<file path="src/rtl/hex_scroll_ctrl_if.sv">
// Control/status bundle between user logic and the HEX scroll sequencer.
// The master side supplies digits and commands; the slave side reports progress.
interface hex_scroll_ctrl_if;
  logic       wr_valid;
  logic [3:0] wr_digit;
  logic       wr_ready;
  logic       clear;
  logic       start;
  logic       stop;
  logic       busy;
  logic [5:0] len;
  logic       wrapped;

  modport master (
    output wr_valid, wr_digit, clear, start, stop,
    input  wr_ready, busy, len, wrapped
  );

  modport slave (
    input  wr_valid, wr_digit, clear, start, stop,
    output wr_ready, busy, len, wrapped
  );
endinterface

</file>
<file path="src/rtl/hex_scroll_ctrl.sv">
// Stores up to DEPTH hex digits and scrolls them right-to-left across HEX5..HEX0,
// preceded by six blanks so the message enters from the right and fully exits.
module hex_scroll_ctrl #(
  parameter int DEPTH    = 16,
  parameter int TICK_DIV = 25_000_000
) (
  input  logic             CLOCK_50,
  input  logic             Reset,
  hex_scroll_ctrl_if.slave bus,
  output logic [6:0]       HEX0,
  output logic [6:0]       HEX1,
  output logic [6:0]       HEX2,
  output logic [6:0]       HEX3,
  output logic [6:0]       HEX4,
  output logic [6:0]       HEX5
);

  localparam int AW = (DEPTH > 1) ? $clog2(DEPTH) : 1;
  localparam int TW = $clog2(TICK_DIV);
  localparam logic [6:0] SEG_BLANK = 7'h7F;

  typedef enum logic {
    S_IDLE,
    S_SCROLL
  } state_t;

  state_t         r_state;
  state_t         w_state_nxt;
  logic [5:0]     r_len;
  logic [5:0]     r_pos;
  logic [TW-1:0]  r_tick;
  logic           r_wrapped;
  logic [3:0]     r_buf [DEPTH];
  logic [6:0]     r_hex [6];

  logic           w_wr_ready;
  logic           w_wr_fire;
  logic [5:0]     w_len_after;
  logic           w_run;
  logic           w_tick_end;
  logic [6:0]     w_stream_len;
  logic           w_last;
  logic [6:0]     w_idx [6];
  logic [6:0]     w_win [6];

  function automatic logic [6:0] seg7(input logic [3:0] d);
    logic [6:0] s;
    case (d)
      4'h0: s = 7'b1000000;
      4'h1: s = 7'b1111001;
      4'h2: s = 7'b0100100;
      4'h3: s = 7'b0110000;
      4'h4: s = 7'b0011001;
      4'h5: s = 7'b0010010;
      4'h6: s = 7'b0000010;
      4'h7: s = 7'b1111000;
      4'h8: s = 7'b0000000;
      4'h9: s = 7'b0010000;
      4'hA: s = 7'b0001000;
      4'hB: s = 7'b0000011;
      4'hC: s = 7'b1000110;
      4'hD: s = 7'b0100001;
      4'hE: s = 7'b0000110;
      default: s = 7'b0001110;
    endcase
    return s;
  endfunction

  // NOTE: every output of a combinational block gets a default first, so no path
  // through the case statement can leave a signal unassigned and infer a latch.
  always_comb begin
    w_state_nxt = r_state;
    w_wr_ready  = 1'b0;
    w_wr_fire   = 1'b0;
    w_len_after = r_len;
    unique case (r_state)
      S_IDLE: begin
        w_wr_ready = (r_len < 6'(DEPTH));
        // clear wins over a same-cycle write; start sees the post-write length
        w_wr_fire  = bus.wr_valid && w_wr_ready && !bus.clear;
        if (bus.clear) begin
          w_len_after = '0;
        end else if (w_wr_fire) begin
          w_len_after = r_len + 6'd1;
        end
        if (bus.start && (w_len_after != 6'd0)) begin
          w_state_nxt = S_SCROLL;
        end
      end
      S_SCROLL: begin
        if (bus.stop) begin
          w_state_nxt = S_IDLE;
        end
      end
      default: w_state_nxt = S_IDLE;
    endcase
  end

  // NOTE: sequential state uses non-blocking assignments so every register
  // samples pre-edge values, independent of statement order.
  always_ff @(posedge CLOCK_50) begin
    if (Reset) begin
      r_state <= S_IDLE;
    end else begin
      r_state <= w_state_nxt;
    end
  end

  assign w_run        = (r_state == S_SCROLL) && !bus.stop;
  assign w_tick_end   = (r_tick == TW'(TICK_DIV - 1));
  assign w_stream_len = {1'b0, r_len} + 7'd6;
  assign w_last       = ({1'b0, r_pos} == (w_stream_len - 7'd1));

  always_ff @(posedge CLOCK_50) begin
    if (Reset) begin
      r_len     <= '0;
      r_pos     <= '0;
      r_tick    <= '0;
      r_wrapped <= 1'b0;
    end else begin
      r_len     <= w_len_after;
      r_wrapped <= 1'b0;
      if (w_run) begin
        if (w_tick_end) begin
          r_tick <= '0;
          if (w_last) begin
            r_pos     <= '0;
            r_wrapped <= 1'b1;
          end else begin
            r_pos <= r_pos + 6'd1;
          end
        end else begin
          r_tick <= r_tick + TW'(1);
        end
      end else begin
        r_tick <= '0;
        r_pos  <= '0;
      end
    end
  end

  // NOTE: the message RAM is deliberately not reset; len alone defines which
  // entries are valid, and leaving it reset-free keeps it mappable to RAM.
  always_ff @(posedge CLOCK_50) begin
    if (!Reset && w_wr_fire) begin
      r_buf[r_len[AW-1:0]] <= bus.wr_digit;
    end
  end

  // Window digit j (HEXj) shows stream entry pos+(5-j); one subtract folds it mod L
  // because pos < L and the offset never exceeds 5 < L.
  always_comb begin
    for (int j = 0; j < 6; j++) begin
      w_idx[j] = {1'b0, r_pos} + 7'(5 - j);
      if (w_idx[j] >= w_stream_len) begin
        w_idx[j] = w_idx[j] - w_stream_len;
      end
      if (w_idx[j] < 7'd6) begin
        w_win[j] = SEG_BLANK;
      end else begin
        w_win[j] = seg7(r_buf[AW'(w_idx[j] - 7'd6)]);
      end
    end
  end

  always_ff @(posedge CLOCK_50) begin
    for (int j = 0; j < 6; j++) begin
      if (Reset || (r_state != S_SCROLL)) begin
        r_hex[j] <= SEG_BLANK;
      end else begin
        r_hex[j] <= w_win[j];
      end
    end
  end

  assign bus.wr_ready = w_wr_ready;
  assign bus.busy     = (r_state == S_SCROLL);
  assign bus.len      = r_len;
  assign bus.wrapped  = r_wrapped;

  assign HEX0 = r_hex[0];
  assign HEX1 = r_hex[1];
  assign HEX2 = r_hex[2];
  assign HEX3 = r_hex[3];
  assign HEX4 = r_hex[4];
  assign HEX5 = r_hex[5];

endmodule

</file>
<file path="src/flat_wrapper.sv">
// flat-port wrapper written by rule: the top's interface ports become plain ports
module hex_scroll_ctrl_flat 
#(
  parameter int DEPTH    = 16,
  parameter int TICK_DIV = 25_000_000
)
  (CLOCK_50, Reset, HEX0, HEX1, HEX2, HEX3, HEX4, HEX5, bus_wr_valid, bus_wr_digit, bus_clear, bus_start, bus_stop, bus_wr_ready, bus_busy, bus_len, bus_wrapped);
  hex_scroll_ctrl_if bus_i ();
  input  logic CLOCK_50;
  input  logic Reset;
  output logic [6:0] HEX0;
  output logic [6:0] HEX1;
  output logic [6:0] HEX2;
  output logic [6:0] HEX3;
  output logic [6:0] HEX4;
  output logic [6:0] HEX5;
  input wire logic [$bits(bus_i.wr_valid)-1:0] bus_wr_valid;
  input wire logic [$bits(bus_i.wr_digit)-1:0] bus_wr_digit;
  input wire logic [$bits(bus_i.clear)-1:0] bus_clear;
  input wire logic [$bits(bus_i.start)-1:0] bus_start;
  input wire logic [$bits(bus_i.stop)-1:0] bus_stop;
  output wire logic [$bits(bus_i.wr_ready)-1:0] bus_wr_ready;
  output wire logic [$bits(bus_i.busy)-1:0] bus_busy;
  output wire logic [$bits(bus_i.len)-1:0] bus_len;
  output wire logic [$bits(bus_i.wrapped)-1:0] bus_wrapped;
  assign bus_i.wr_valid = bus_wr_valid;
  assign bus_i.wr_digit = bus_wr_digit;
  assign bus_i.clear = bus_clear;
  assign bus_i.start = bus_start;
  assign bus_i.stop = bus_stop;
  assign bus_wr_ready = bus_i.wr_ready;
  assign bus_busy = bus_i.busy;
  assign bus_len = bus_i.len;
  assign bus_wrapped = bus_i.wrapped;
  hex_scroll_ctrl #(.DEPTH(DEPTH), .TICK_DIV(TICK_DIV)) u_core (.CLOCK_50(CLOCK_50), .Reset(Reset), .bus(bus_i), .HEX0(HEX0), .HEX1(HEX1), .HEX2(HEX2), .HEX3(HEX3), .HEX4(HEX4), .HEX5(HEX5));
endmodule
</file>
<file path="config.mk">
export PLATFORM = sky130hd
export DESIGN_NAME = hex_scroll_ctrl_flat
export DESIGN_NICKNAME = d
export VERILOG_FILES = /design/src/rtl/hex_scroll_ctrl_if.sv /design/src/rtl/hex_scroll_ctrl.sv /design/src/flat_wrapper.sv
export SDC_FILE = /design/constraint.sdc
export NUM_CORES = 1
export LEC_CHECK = 0
export ABC_AREA = 1
export CORE_ASPECT_RATIO = 1.5
export CORE_MARGIN = 10
export CORE_UTILIZATION = 60
export CTS_BUF_LIST = sky130_fd_sc_hd__clkbuf_4 sky130_fd_sc_hd__clkbuf_8
export CTS_CLUSTER_SIZE = 28
export DETAILED_ROUTE_END_ITERATION = 8
export GPL_TIMING_DRIVEN = 0
export MAX_ROUTING_LAYER = met4
export PLACE_DENSITY = 0.91
export SYNTH_ARGS = -nofsm -noshare
export SYNTH_HDL_FRONTEND = slang
export SYNTH_SLANG_ARGS = --single-unit
</file>
<file path="constraint.sdc">
create_clock -name CLOCK_50 -period 8.7 [get_ports CLOCK_50]
set_input_delay 2.175 -clock CLOCK_50 [delete_from_list [all_inputs] [get_ports CLOCK_50]]
set_output_delay 2.175 -clock CLOCK_50 [all_outputs]
set_load 0.02 [all_outputs]
</file>
Yosys cells after proc, flatten, opt, wreduce, memory -nomap -nowiden
Memories as Yosys holds them, arrays and structs flattened.
Index checks and enable logic that the tools add are counted.
- register bits after elaboration: 39
- memory bits (writable): 106
- bits in read-only memories: 672
- bits of input ports: 10
- memories kept: 8
- order comparisons: 13
- add/sub/neg operators: 22
- bitwise gates (word level): 9
- equal/unequal tests: 2
- muxes and demuxes: 33
- reductions and logical operators: 13
- memory list (memory ; words ; bits a word ; read ports ; clocked after Yosys merged registers in ; wr ports ; RTL line ; source):
    (no name shown) ; 16 ; 7 ; 1 ; 0 ; 0 ; hex_scroll_ctrl.sv:48 ; case (d)
    (no name shown) ; 16 ; 7 ; 1 ; 0 ; 0 ; hex_scroll_ctrl.sv:48 ;
    (no name shown) ; 16 ; 7 ; 1 ; 0 ; 0 ; hex_scroll_ctrl.sv:48 ;
    (no name shown) ; 16 ; 7 ; 1 ; 0 ; 0 ; hex_scroll_ctrl.sv:48 ;
    (no name shown) ; 16 ; 7 ; 1 ; 0 ; 0 ; hex_scroll_ctrl.sv:48 ;
    (no name shown) ; 16 ; 7 ; 1 ; 0 ; 0 ; hex_scroll_ctrl.sv:48 ;
    +2 memories ; n/a ; n/a ; n/a ; n/a ; n/a ; n/a ;
- operators by type and width (operator ; count):
    $mux 7 ; 18
    $lt 7x3->1 const B ; 6
    $ge 7x7->1 ; 5
    $sub 7x7->7 ; 5
    $add 25x1->25 const B ; 1
    $eq 25x25->1 const B ; 1
    $mux 6 ; 4
    $sub 4x3->4 const B ; 6
    $add 6x3->7 const B ; 3
    $add 6x2->7 const B ; 2
    $add 6x1->6 const B ; 2
    $mux 1 ; 10
    $add 6x1->7 const B ; 1
    $eq 6x7->1 ; 1
    $ge 6x7->1 ; 1
    $sub 6x7->7 ; 1
    $sub 7x1->7 const B ; 1
    $lt 6x5->1 const B ; 1
    $or 1x1->1 ; 6
    $reduce_bool 6->1 ; 1
    $reduce_or 3->1 ; 2
    $logic_and 1x1->1 ; 5
    $logic_not 1->1 ; 3
    $not 1->1 ; 3
    other kinds (3) ; 3

Depth between registers and ports, before layout
Gate-level depths: netlist of run 1.
- depth after elaboration: 10
- mapped depth: 31
- gate-level depth less buffers: 31

Worst setup path before layout of run 1
OpenSTA, ideal clock, no wires.
- path kind: flip-flop to flip-flop
- start point: reg u_core.r_pos[1]
- end point: mem u_core.r_hex[2][1] (netlist: u_core.r_hex[1][1])
- buffers on the path: 2
- data arrival time: 4691 ps
- data required time: 8587 ps
- stages on the path, launching flop included: 30
- slack: 3896 ps
- library setup time: 113 ps
- cell sequence: dfxtp_1 -> clkinv_1 -> ha_1 -> inv_1 -> ha_1 -> nand3_1 -> nand2_1 -> nand2_1 -> nand2_1 -> nand2_1 -> nand2_2 -> nand2_1 -> nand2_1 -> nand2_2 -> nand2_4 -> nand2_1 -> o21ai_2 -> buf_6 -> ha_1 -> clkbuf_1 -> inv_1 -> nand3_1 -> nand3_1 -> nand2_1 -> inv_2 -> ha_1 -> nand3_1 -> nor2_1 -> nor2_1 -> nand2_1
- RTL lines (item ; RTL line ; source):
    start, declared ; hex_scroll_ctrl.sv:30 ; logic [5:0] r_pos;
    start signal, assigned ; hex_scroll_ctrl.sv:130 ; r_pos <= r_pos + 6'd1;
    end, declared ; hex_scroll_ctrl.sv:34 ; logic [6:0] r_hex [6];

==> key figures, run 1 <==
Floorplanning
  – Die Y: 205.6 um
  – Placement Rows: 67
  – Die width: around 140 um
  – # IOs: 61
  – Core area: around 22000 sq um
  – Initial Utilization: 61.32%
  – Overall die area: 29550 sq um

Synth
  – Syn Std Cell Area: 13780 sq um
  – Synthesized Nets: 2134
  – FF+latch count, synth: 145
  – Asr flop ratio synth: 0%
  – Synthesized area per cell: ~6.8 sq um
  – Gate Count Post-Synth: 2030
  – Post-synthesis sequential area ratio: 25.72%
  – Yosys warns: 0
  – Synth cell types: 52
  – Ys flop type: dfxtp_1
  – Synth top area share: 17.82%
  – Number of flops mapped to enable cells by yosys: 64
  – Largest area contributor in the netlist: nand2_1
  – Synth area leaders: nand2_1 18%, nand3_1 15%, edfxtp_1 14%, dfxtp_1 12%, ha_1 8.2%

STA
  – Period utilization: 77.31%
  – Setup TNS: 0 ns
  – Pins over their slew limit: 0
  – Max frequency: around 0.15 GHz
  – Hold Vio Cnt, Final: 0
  – Clock Skew: 0.01384 ns
  – Final setup vio count: 0
  – Final Critical Period: 6.726 ns
  – Rel. slew slack: 33.82%
  – Final worst slack: 1.974 ns
  – Hold WS: 0.4499 ns
  – RSZ-0062 raised after global routing: no
  – Actual slew at the worst max-slew pin: 0.9893 ns

Drt
  – Pre-antenna DRT Iters: 6
  – Routed Wire Length: just under 50000 um
  – Post-route ant nets: 0
  – Via-to-Cell Ratio: 6.076
  – WL per Instance: 20.29 um
  – Vias: 14571
  – Iteration-0 DRC Markers: 1628
  – Final routed DRC violation total: 0

Status
  – Status: finished clean

Global route
  – Largest net degree at the start of global routing: 17
  – Total GRT Usage: 34.17%
  – Initial antenna violation count: 0
  – Total congestion overflow: 0
  – Vias in the first global route: 13863
  – First-pass GRT wire length: 76000 um

Clock network
  – Post-CTS sizing: 0
  – Clock-pin slew on the worst setup and hold paths: 0.09 ns
  – Root Driver: clkbuf_8
  – CTS Hold Bufs: 0
  – Clock buffer depth: 2
  – # clock sinks: 145
  – Worst skew pair latency: approximately 0.48 ns
  – CTS H-tree depth: 4
  – CTS tree: built
  – Setup bufs post-CTS: 0
  – CTS Buf Count: 17

Worst setup path
  – CP Class: flop to flop
  – CP most frequent cell: nand2_1
  – Largest driver fanout on the critical path: 11
  – Slowest CP cell: dfxtp_1
  – Startpoint types: flop
  – WP data required: ~9 ns
  – Slowest Stage Delay on Critical Path: 0.79 ns
  – Crit end category: flop
  – WP data arrival: 7.10 ns

Layout
  – Commonest non-fill, non-tap cell in the layout: nand2_1
  – Design Area, Final: 15120 sq um
  – Layout Utilization: between 60% and 70%
  – # diodes: 0
  – Nets: around 2200
  – Most frequent cells in the layout: 654 x nand2_1, 410 x nand3_1, 172 x inv_1
  – Finished Layout Cells: 2398
  – Area growth syn-to-layout: 9.727%
  – Share of cells above drive strength 1: 11.88%

Power and ir drop
  – Clk network pwr share: 28.9%
  – Combinational Power Share: between 30% and 40%
  – VDD IR max: 0.1058 mV
  – Internal power: between 1 and 1.5 mW
  – Total power draw: 1.910 mW
  – Leakage power: 6.831 nW
  – Pwr dens: 126.3 nW/um^2
  – P_sw: 0.7253 mW
  – Switch share: 37.98%
  – Sequential power share: a little under two fifths

Place
  – # port buffers: 60
  – HPWL after detailed placement: 37740 um
  – Placed Cells: approximately 2400
  – Placed cell area: 14720 sq um
  – GP Congestion: around 1.0
  – DP Worst Slack: 2.181 ns

Worst hold path
  – Worst Hold Class: flop to flop

Flow run
  – MaxCap Viol Count: 0
## power by group through the flow
stage	clock network (mW)	registers [mW]	logic (mW)
4_1_cts	0.554	0.718	0.624
2_1_floorplan	0	0.737	0.463
5_1_grt	0.580	0.719	0.705
3_3_place_gp	0	0.734	0.607
6_report	0.552	0.719	0.639
3_5_place_dp	0	0.734	0.620
## worst max-delay path: cells and delay by family, from the launching register on
kind | cells | cell delay [ns]
buffers and inverters | 6 | 2.19
AOI/OAI and AO/OA | 1 | 0.37
DFF | 1 | 0.79
adders and majority gates | 4 | 1.60
and+or+nand+nor | 17 | 1.63
## synth_stat cells, drive strengths merged (12+ instances only)
| cell type | n |
|---|---|
| a21oi | 43 |
| buf | 59 |
| dfxtp | 81 |
| edfxtp | 64 |
| ha | 90 |
| inv | 196 |
| nand2 | 732 |
| nand3 | 436 |
| nand4 | 18 |
| nor2 | 110 |
| nor3 | 13 |
| o211ai | 24 |
| o21ai | 55 |
| o22ai | 12 |
| xor2 | 34 |
## registers in the layout, summed over array words and instances (netlist names)
register	flops
u_core.bus.len	6
u_core.bus.busy	1
u_core.r_pos	6
u_core.r_tick	25
u_core.r_buf	64
u_core.r_hex	42
u_core.bus.wrapped	1
## final timing paths
check        slack [ns]  cells past startpoint             start            endpoint
min                0.45                      1  u_core.r_tick[0]    u_core.r_tick[0]
max reg2reg        1.97                     28   u_core.r_pos[1]  u_core.r_hex[1][1]
max                1.97                     28   u_core.r_pos[1]  u_core.r_hex[1][1]
min reg2reg        0.45                      1  u_core.r_tick[0]    u_core.r_tick[0]
## cell type report
class / instances / area, sq um
multi-input combinational: 1617 / 8912
fill: 2003 / 7350
sequential: 145 / 3543
inverter: 200 / 755.7
timing repair buffer: 60 / 600.6
buffer: 68 / 565.5
tap: 276 / 345.3
clock buffer: 18 / 241.5
clock inverter: 14 / 152.6
## cell families (layout without fill, tap and decap cells)
family,after synthesis,in the layout,synth area share (%)
buffers and inverters,268,360,9.590
XOR/XNOR,44,44,3.288
flip-flops,145,145,25.72
adder cells (fa/ha/maj),94,94,8.755
AO/OA/AOI/OAI,149,149,7.157
AND/OR/NAND/NOR,1330,1330,45.49
## routing by layer
metal | share of wire [%] | GRT usage, % | wire (um)
met1 | 35 | 36.40 | 16810
met2 | 48 | 54.54 | 23240
met3 | 7.7 | 4.776 | 3754
met4 | 10 | 30.07 | 4841
met5 | 0 | - | 0
(Power assumes the default switching activity.)
==> run 2: changes to the inputs <==
==> constraint.sdc (replaced) <==
create_clock -name CLOCK_50 -period 7.05 [get_ports CLOCK_50]
set_input_delay 1.7625 -clock CLOCK_50 [delete_from_list [all_inputs] [get_ports CLOCK_50]]
set_output_delay 1.7625 -clock CLOCK_50 [all_outputs]
set_load 0.02 [all_outputs]
==> results of run 2 <==
The final DEF is identical to that of run 1. Status: finished clean.
Main changes from that run: setup slack after placement 2.181 ns -> 0.5306 ns; setup slack after layout 1.974 ns -> 0.3240 ns; register-to-register setup slack 1.97 ns -> 0.32 ns; total power 1.910 mW -> 2.356 mW; worst IR drop on VDD 0.1058 mV -> 0.1306 mV
==> run 3: changes to the inputs <==
--- a/config.mk
+++ b/config.mk
@@ -15,6 +15,7 @@
 export GPL_TIMING_DRIVEN = 0
 export MAX_ROUTING_LAYER = met4
 export PLACE_DENSITY = 0.91
+export SKIP_LAST_GASP = 1
 export SYNTH_ARGS = -nofsm -noshare
 export SYNTH_HDL_FRONTEND = slang
 export SYNTH_SLANG_ARGS = --single-unit
==> results of run 3 <==
The final DEF is identical to that of run 1. Status: finished clean.
Main changes from that run: setup slack after placement 2.181 ns -> 0.5306 ns; setup slack after layout 1.974 ns -> 0.3240 ns; register-to-register setup slack 1.97 ns -> 0.32 ns; total power 1.910 mW -> 2.356 mW; worst IR drop on VDD 0.1058 mV -> 0.1306 mV
